File: src/rtl/proc_seq.sv
// Packet sequencer: one parser pass, then up to NUM_STAGES match-action stages on
// a shared matcher/executor, with a per-invocation watchdog and a unit memory mux.
module proc_seq #(
  parameter  int NUM_STAGES = 4,
  parameter  int ADDR_W     = 32,
  parameter  int DATA_W     = 32,
  parameter  int TIMEOUT    = 1023,
  localparam int SW         = (NUM_STAGES > 1) ? $clog2(NUM_STAGES) : 1
) (
  input  logic                  clk,
  input  logic                  rst,
  input  logic                  start_i,
  output logic                  ready_o,
  output logic                  busy_o,
  output logic                  err_o,
  output logic [NUM_STAGES-1:0] hit_vec_o,
  input  logic                  cfg_we_i,
  input  logic [SW-1:0]         cfg_stage_i,
  input  logic [ADDR_W-1:0]     cfg_hit_addr_i,
  input  logic [ADDR_W-1:0]     cfg_miss_addr_i,
  input  logic                  cfg_en_i,
  output logic                  ps_start_o,
  input  logic                  ps_ready_i,
  output logic                  mt_start_o,
  output logic [SW-1:0]         mt_stage_o,
  input  logic                  mt_ready_i,
  input  logic [ADDR_W-1:0]     mt_val_addr_i,
  output logic                  ex_start_o,
  output logic [ADDR_W-1:0]     ex_start_addr_o,
  output logic [ADDR_W-1:0]     ex_args_addr_o,
  input  logic                  ex_ready_i,
  input  logic                  ps_mem_ce_i,
  input  logic                  ps_mem_we_i,
  input  logic [ADDR_W-1:0]     ps_mem_addr_i,
  input  logic [3:0]            ps_mem_width_i,
  input  logic [DATA_W-1:0]     ps_mem_data_i,
  input  logic                  mt_mem_ce_i,
  input  logic                  mt_mem_we_i,
  input  logic [ADDR_W-1:0]     mt_mem_addr_i,
  input  logic [3:0]            mt_mem_width_i,
  input  logic [DATA_W-1:0]     mt_mem_data_i,
  input  logic                  ex_mem_ce_i,
  input  logic                  ex_mem_we_i,
  input  logic [ADDR_W-1:0]     ex_mem_addr_i,
  input  logic [3:0]            ex_mem_width_i,
  input  logic [DATA_W-1:0]     ex_mem_data_i,
  output logic                  mem_ce_o,
  output logic                  mem_we_o,
  output logic [ADDR_W-1:0]     mem_addr_o,
  output logic [3:0]            mem_width_o,
  output logic [DATA_W-1:0]     mem_data_o
);

  localparam int WD_W = (TIMEOUT > 0) ? $clog2(TIMEOUT + 1) : 1;

  typedef enum logic [2:0] {IDLE, PARSE, MATCH, EXEC, GAP, DONE} state_t;

  state_t                state_reg, state_next;
  logic [SW-1:0]         cur_reg, cur_next;
  logic                  ps_start_reg, ps_start_next;
  logic                  mt_start_reg, mt_start_next;
  logic                  ex_start_reg, ex_start_next;
  logic                  ready_reg, ready_next;
  logic                  err_reg, err_next;
  logic [NUM_STAGES-1:0] hit_vec_reg, hit_vec_next;
  logic [ADDR_W-1:0]     ex_addr_reg, ex_addr_next;
  logic [ADDR_W-1:0]     args_reg, args_next;
  logic [WD_W-1:0]       wd_reg, wd_next, wd_inc;
  logic                  wd_expire;
  logic                  abort;

  logic [ADDR_W-1:0]     tbl_hit  [NUM_STAGES];
  logic [ADDR_W-1:0]     tbl_miss [NUM_STAGES];
  logic [NUM_STAGES-1:0] tbl_en;
  logic                  cfg_ok;

  logic                  any_en, any_above;
  logic [SW-1:0]         first_en, next_en;
  logic                  mt_hit;

  // Table writes only land while no packet is in flight.
  assign cfg_ok = cfg_we_i && ((state_reg == IDLE) || (state_reg == DONE));

  genvar gi;
  generate
    for (gi = 0; gi < NUM_STAGES; gi++) begin : g_stage
      logic [ADDR_W-1:0] hit_reg, miss_reg;
      logic              en_reg;

      always_ff @(posedge clk or negedge rst) begin
        if (!rst) begin
          hit_reg  <= '0;
          miss_reg <= '0;
          en_reg   <= 1'b0;
        end else if (cfg_ok && (cfg_stage_i == SW'(gi))) begin
          hit_reg  <= cfg_hit_addr_i;
          miss_reg <= cfg_miss_addr_i;
          en_reg   <= cfg_en_i;
        end
      end

      assign tbl_hit[gi]  = hit_reg;
      assign tbl_miss[gi] = miss_reg;
      assign tbl_en[gi]   = en_reg;
    end
  endgenerate

  // Descending scan so the lowest qualifying index is the one left standing.
  always_comb begin
    any_en    = 1'b0;
    any_above = 1'b0;
    first_en  = '0;
    next_en   = '0;
    for (int i = NUM_STAGES - 1; i >= 0; i--) begin
      if (tbl_en[i]) begin
        any_en   = 1'b1;
        first_en = SW'(i);
        if (i > int'(cur_reg)) begin
          any_above = 1'b1;
          next_en   = SW'(i);
        end
      end
    end
  end

  assign mt_hit    = (mt_val_addr_i != '0);
  assign wd_inc    = wd_reg + 1'b1;
  assign wd_expire = (TIMEOUT != 0) && (wd_inc == WD_W'(TIMEOUT));

  always_ff @(posedge clk or negedge rst) begin
    if (!rst) begin
      state_reg    <= IDLE;
      cur_reg      <= '0;
      ps_start_reg <= 1'b0;
      mt_start_reg <= 1'b0;
      ex_start_reg <= 1'b0;
      ready_reg    <= 1'b0;
      err_reg      <= 1'b0;
      hit_vec_reg  <= '0;
      ex_addr_reg  <= '0;
      args_reg     <= '0;
      wd_reg       <= '0;
    end else begin
      state_reg    <= state_next;
      cur_reg      <= cur_next;
      ps_start_reg <= ps_start_next;
      mt_start_reg <= mt_start_next;
      ex_start_reg <= ex_start_next;
      ready_reg    <= ready_next;
      err_reg      <= err_next;
      hit_vec_reg  <= hit_vec_next;
      ex_addr_reg  <= ex_addr_next;
      args_reg     <= args_next;
      wd_reg       <= wd_next;
    end
  end

  always_comb begin
    state_next    = state_reg;
    cur_next      = cur_reg;
    ps_start_next = ps_start_reg;
    mt_start_next = mt_start_reg;
    ex_start_next = ex_start_reg;
    ready_next    = ready_reg;
    err_next      = err_reg;
    hit_vec_next  = hit_vec_reg;
    ex_addr_next  = ex_addr_reg;
    args_next     = args_reg;
    wd_next       = wd_reg;
    abort         = 1'b0;

    case (state_reg)
      IDLE: begin
        // A simultaneous config write defers the start by one cycle.
        if (start_i && !cfg_we_i) begin
          ps_start_next = 1'b1;
          ready_next    = 1'b0;
          err_next      = 1'b0;
          hit_vec_next  = '0;
          wd_next       = '0;
          state_next    = PARSE;
        end
      end
      PARSE: begin
        wd_next = wd_inc;
        if (ps_ready_i && ps_start_reg) begin
          ps_start_next = 1'b0;
          if (!any_en) begin
            ready_next = 1'b1;
            state_next = DONE;
          end else begin
            cur_next      = first_en;
            mt_start_next = 1'b1;
            wd_next       = '0;
            state_next    = MATCH;
          end
        end else if (wd_expire) begin
          abort = 1'b1;
        end
      end
      MATCH: begin
        wd_next = wd_inc;
        if (mt_ready_i && mt_start_reg) begin
          mt_start_next         = 1'b0;
          args_next             = mt_val_addr_i;
          hit_vec_next[cur_reg] = mt_hit;
          ex_addr_next          = mt_hit ? tbl_hit[cur_reg] : tbl_miss[cur_reg];
          ex_start_next         = 1'b1;
          wd_next               = '0;
          state_next            = EXEC;
        end else if (wd_expire) begin
          abort = 1'b1;
        end
      end
      EXEC: begin
        wd_next = wd_inc;
        if (ex_ready_i && ex_start_reg) begin
          ex_start_next = 1'b0;
          if (any_above) begin
            state_next = GAP;
          end else begin
            ready_next = 1'b1;
            state_next = DONE;
          end
        end else if (wd_expire) begin
          abort = 1'b1;
        end
      end
      GAP: begin
        cur_next      = next_en;
        mt_start_next = 1'b1;
        wd_next       = '0;
        state_next    = MATCH;
      end
      DONE: begin
        if (!start_i) state_next = IDLE;
      end
      default: state_next = IDLE;
    endcase

    if (abort) begin
      ps_start_next = 1'b0;
      mt_start_next = 1'b0;
      ex_start_next = 1'b0;
      err_next      = 1'b1;
      ready_next    = 1'b1;
      state_next    = DONE;
    end
  end

  always_comb begin
    mem_ce_o    = 1'b0;
    mem_we_o    = 1'b0;
    mem_addr_o  = '0;
    mem_width_o = '0;
    mem_data_o  = '0;
    case (state_reg)
      PARSE: begin
        mem_ce_o    = ps_mem_ce_i;
        mem_we_o    = ps_mem_we_i;
        mem_addr_o  = ps_mem_addr_i;
        mem_width_o = ps_mem_width_i;
        mem_data_o  = ps_mem_data_i;
      end
      MATCH: begin
        mem_ce_o    = mt_mem_ce_i;
        mem_we_o    = mt_mem_we_i;
        mem_addr_o  = mt_mem_addr_i;
        mem_width_o = mt_mem_width_i;
        mem_data_o  = mt_mem_data_i;
      end
      EXEC: begin
        mem_ce_o    = ex_mem_ce_i;
        mem_we_o    = ex_mem_we_i;
        mem_addr_o  = ex_mem_addr_i;
        mem_width_o = ex_mem_width_i;
        mem_data_o  = ex_mem_data_i;
      end
      default: ;
    endcase
  end

  assign ready_o         = ready_reg;
  assign busy_o          = (state_reg != IDLE) && (state_reg != DONE);
  assign err_o           = err_reg;
  assign hit_vec_o       = hit_vec_reg;
  assign ps_start_o      = ps_start_reg;
  assign mt_start_o      = mt_start_reg;
  assign mt_stage_o      = cur_reg;
  assign ex_start_o      = ex_start_reg;
  assign ex_start_addr_o = ex_addr_reg;
  assign ex_args_addr_o  = args_reg;

endmodule

File: config.mk
export PLATFORM = sky130hd
export DESIGN_NAME = proc_seq
export DESIGN_NICKNAME = d
export VERILOG_FILES = /design/src/rtl/proc_seq.sv
export SDC_FILE = /design/constraint.sdc
export NUM_CORES = 1
export LEC_CHECK = 0
export BUFFER_PORTS_ARGS = -buffer_cell sky130_fd_sc_hd__buf_2
export CAP_MARGIN = 20
export CORE_MARGIN = 1
export CORE_UTILIZATION = 45
export CTS_CLUSTER_SIZE = 16
export DETAILED_ROUTE_END_ITERATION = 8
export PLACE_DENSITY_LB_ADDON = 0.08
export SLEW_MARGIN = 20
export SYNTH_ARGS = -nofsm -noshare
export SYNTH_HDL_FRONTEND = slang
export SYNTH_SLANG_ARGS = --single-unit
File: constraint.sdc
create_clock -name clk -period 5.2 [get_ports clk]
set_input_delay 0.78 -clock clk [delete_from_list [all_inputs] [get_ports clk]]
set_output_delay 0.78 -clock clk [all_outputs]
set_load 0.1 [all_outputs]
==> out/summary.txt <==
FF-to-FF path depth = 6
Nets = 2,044
# IOs = 462
H-tree depth = 2
Ranking of synthesized cells by area = dfrtp_1, mux2_1, mux2_2
Post-layout util = 56.1%
Vias = 12,700
Fraction of layout cells with a size suffix above 1 = 44.2%
Slew HR = 37.2%
Yosys warns = 0
CP bufs+invs = 2
Fin cells = 2,273
Leakage = 9.75 nW
Status = completed
Worst path slowest cell = dfrtp_4
Num CTS Buffers = 38
Critical Path RT = 4420 ps
Clock Path Buffers = 3
Port Buffers = 461
Worst slew pin tran = 941 ps
Initial Util = 45.8%
Top cells by count, synth = dfrtp_1, mux2_1, mux2_2, nor2_1, a22oi_1
Max-capacitance violation count = 0
WP data arrival = 3130 ps
Sw power = 8.23 mW
CTS clk-pin slew, worst paths = 60 ps
Critical-path cell list = nor2b_4 > buf_4 > a22oi_1 > nor2_1 > buf_2
Routed WL per cell = 24.6 microns
Pwr/cell area = 770 mW/mm^2
CORE AREA = 0.0377 sq mm
Syn Std Cell Area = 0.0173 sq mm
Clock Sinks = 348
FF-to-FF setup slack = 2200 ps
Die Span Y = 198 microns
Site row count = 71
Slew Limit Fails = 0
Vias per cell = 5.59
R2R Path End = mt_stage_o[0]
Register bit count reported by yosys = 348
Fin crit period = 3910 ps
Setup Buffers After CTS = 0
Sequential share of power = 29.8%
DRC viols = 0
DRT iter0 DRCs = 910
Sw frac = 50.6%
Pint = 8.03 mW
Post-DRT Antenna Nets = 0
GR Overflow Total = 0
# setup viols final = 0
Hold Crit Class = in2async
Root Driver = clkbuf_16
DP HPWL = 41,200 microns
Skew final = 29.5 ps
Largest stage delay on the critical path = 790 ps
Tot GR Track Use = 28.5%
Area Overhead vs Synth = 22.4%
WS Path Type = reg2out
RR Startpoint = state_reg[0]
DRT Pass-1 Iters = 6
Clock Power Share = 15.3%
CTS tree = yes
Die area = 0.0391 sq mm
Crit-path leading delay family = buffers and inverters
Total power = 16.3 mW
Biggest area consumer among synthesized cells = dfrtp_1
Final period util = 75.3%
TNS Setup = 0 ps
RSZ-0062 raised after global routing = false
Largest net degree at the start of global routing = 116
Crit path max fanout = 59
Crit path launch type = flop
CP Capture Type = output port
Post-Syn Area per Cell = 13.2 sq um
VDD IR max = 0.452 mV
Horiz. Die Dim = 198 microns
Synth Flop Type = dfrtp_1
Synth unique cells = 60
Post-Syn Nets = 1,622
Initial antenna violation count = 44
Max Clock Freq = 256 MHz
Post-synth EDFFs = 0
CTS Hold Buffers Added = 0
GPL Wtd Cong = 1.02
Register area share after synthesis = 50.5%
Clock latency on the worst-skew pair = 530 ps
Final wirelength = 55,900 microns
Synth Instances = 1,304
First-pass GRT wire length = 81,400 microns
Vias in the first global route = 12,600
Post-CTS Resized = 0
Async SR Flop Fraction = 100%
Share of the synthesized area in the top cell type = 50.5%
Placed Cells incl. Taps = 2,197
Final hold viol count = 0
Most common cell in the netlist = dfrtp_1
Combinational group share of total power = 54.9%
## area by class of cell
type | instances | area [sq um]
well taps | 511 | 639
repair buffers | 481 | 2490
diodes | 13 | 32.5
clock inverters | 7 | 50.0
fillers | 3273 | 16600
flip-flops and latches | 348 | 8720
multi-input cells | 844 | 8050
inverters | 13 | 48.8
clock buffers | 56 | 1080
## per-layer routing
| layer | vias to the layer above | GRT usage, % | routed length (microns) |
|---|---|---|---|
| met5 | - | 3.07 | 377 |
| met4 | 54 | 5.48 | 866 |
| met3 | 122 | 15.5 | 7680 |
| met2 | 447 | 40.3 | 23500 |
| met1 | 6381 | 38.2 | 23500 |
| li1 | 5702 | - | - |
## worst max-delay path by stage
stage / startpoint / end / slack (ps) / depth (start not counted)
2_1_floorplan: state_reg[1] / mem_addr_o[25] / 1820 / 6
3_3_place_gp: state_reg[1] / mem_ce_o / 1980 / 5
3_5_place_dp: state_reg[1] / mem_addr_o[23] / 1880 / 5
4_1_cts: state_reg[1] / mem_addr_o[23] / 1310 / 5
5_1_grt: state_reg[1] / mem_data_o[0] / 1110 / 5
6_report: state_reg[1] / mem_data_o[0] / 1290 / 5
## power groups by stage
stage	clock [mW]	combinational (mW)	sequential (mW)
floorplan	0	5.73	6.39
global placement	0	8.85	4.82
detailed placement	0	8.94	4.88
CTS	2.55	8.95	4.84
global route	2.66	9.42	5.03
finish	2.49	8.93	4.84
## cells in the final DEF, fill, tap and decap left out, types with 8 or more instances in the layout
| cell | Yosys | routed |
|---|---|---|
| a22oi_1 | 73 | 73 |
| inv_1 | 12 | 12 |
| clkbuf_1 | 39 | 12 |
| nor4_1 | 8 | 8 |
| mux4_2 | 64 | 64 |
| mux2i_1 | 33 | 33 |
| nor2_1 | 90 | 90 |
| mux2_2 | 158 | 158 |
| mux2_1 | 206 | 206 |
| nand2_1 | 54 | 53 |
| o21ai_0 | 48 | 48 |
| a21oi_1 | 15 | 15 |
| dfrtp_1 | 348 | 343 |
| buf_4 | 18 | 18 |
| clkbuf_16 | 0 | 38 |
| buf_2 | 31 | 460 |
| diode_2 | 0 | 13 |
## kinds of logic (layout without fill, tap and decap cells)
logic type	count (synthesis)	count (layout)	share of synthesized area (%)
AOI/OAI and AO/OA	172	172	6.72
and+or+nand+nor	208	208	5.54
muxes	461	461	34.0
other	0	13	0
adders and majority gates	2	2	0.145
DFF	348	348	50.5
xor gates and xnor gates	1	1	0.0508
buffers and inverters	112	557	3.06
## metrics by stage
step	instance area (sq um)	setup WS, ps	hold WS [ps]
final	21100	1290	305
after global routing	21100	1110	357
after CTS	21100	1310	327
after detailed placement	20000	1880	466
after global placement	20000	1980	459
after floorplan	17300	1820	452
(Power assumes the default switching activity.)
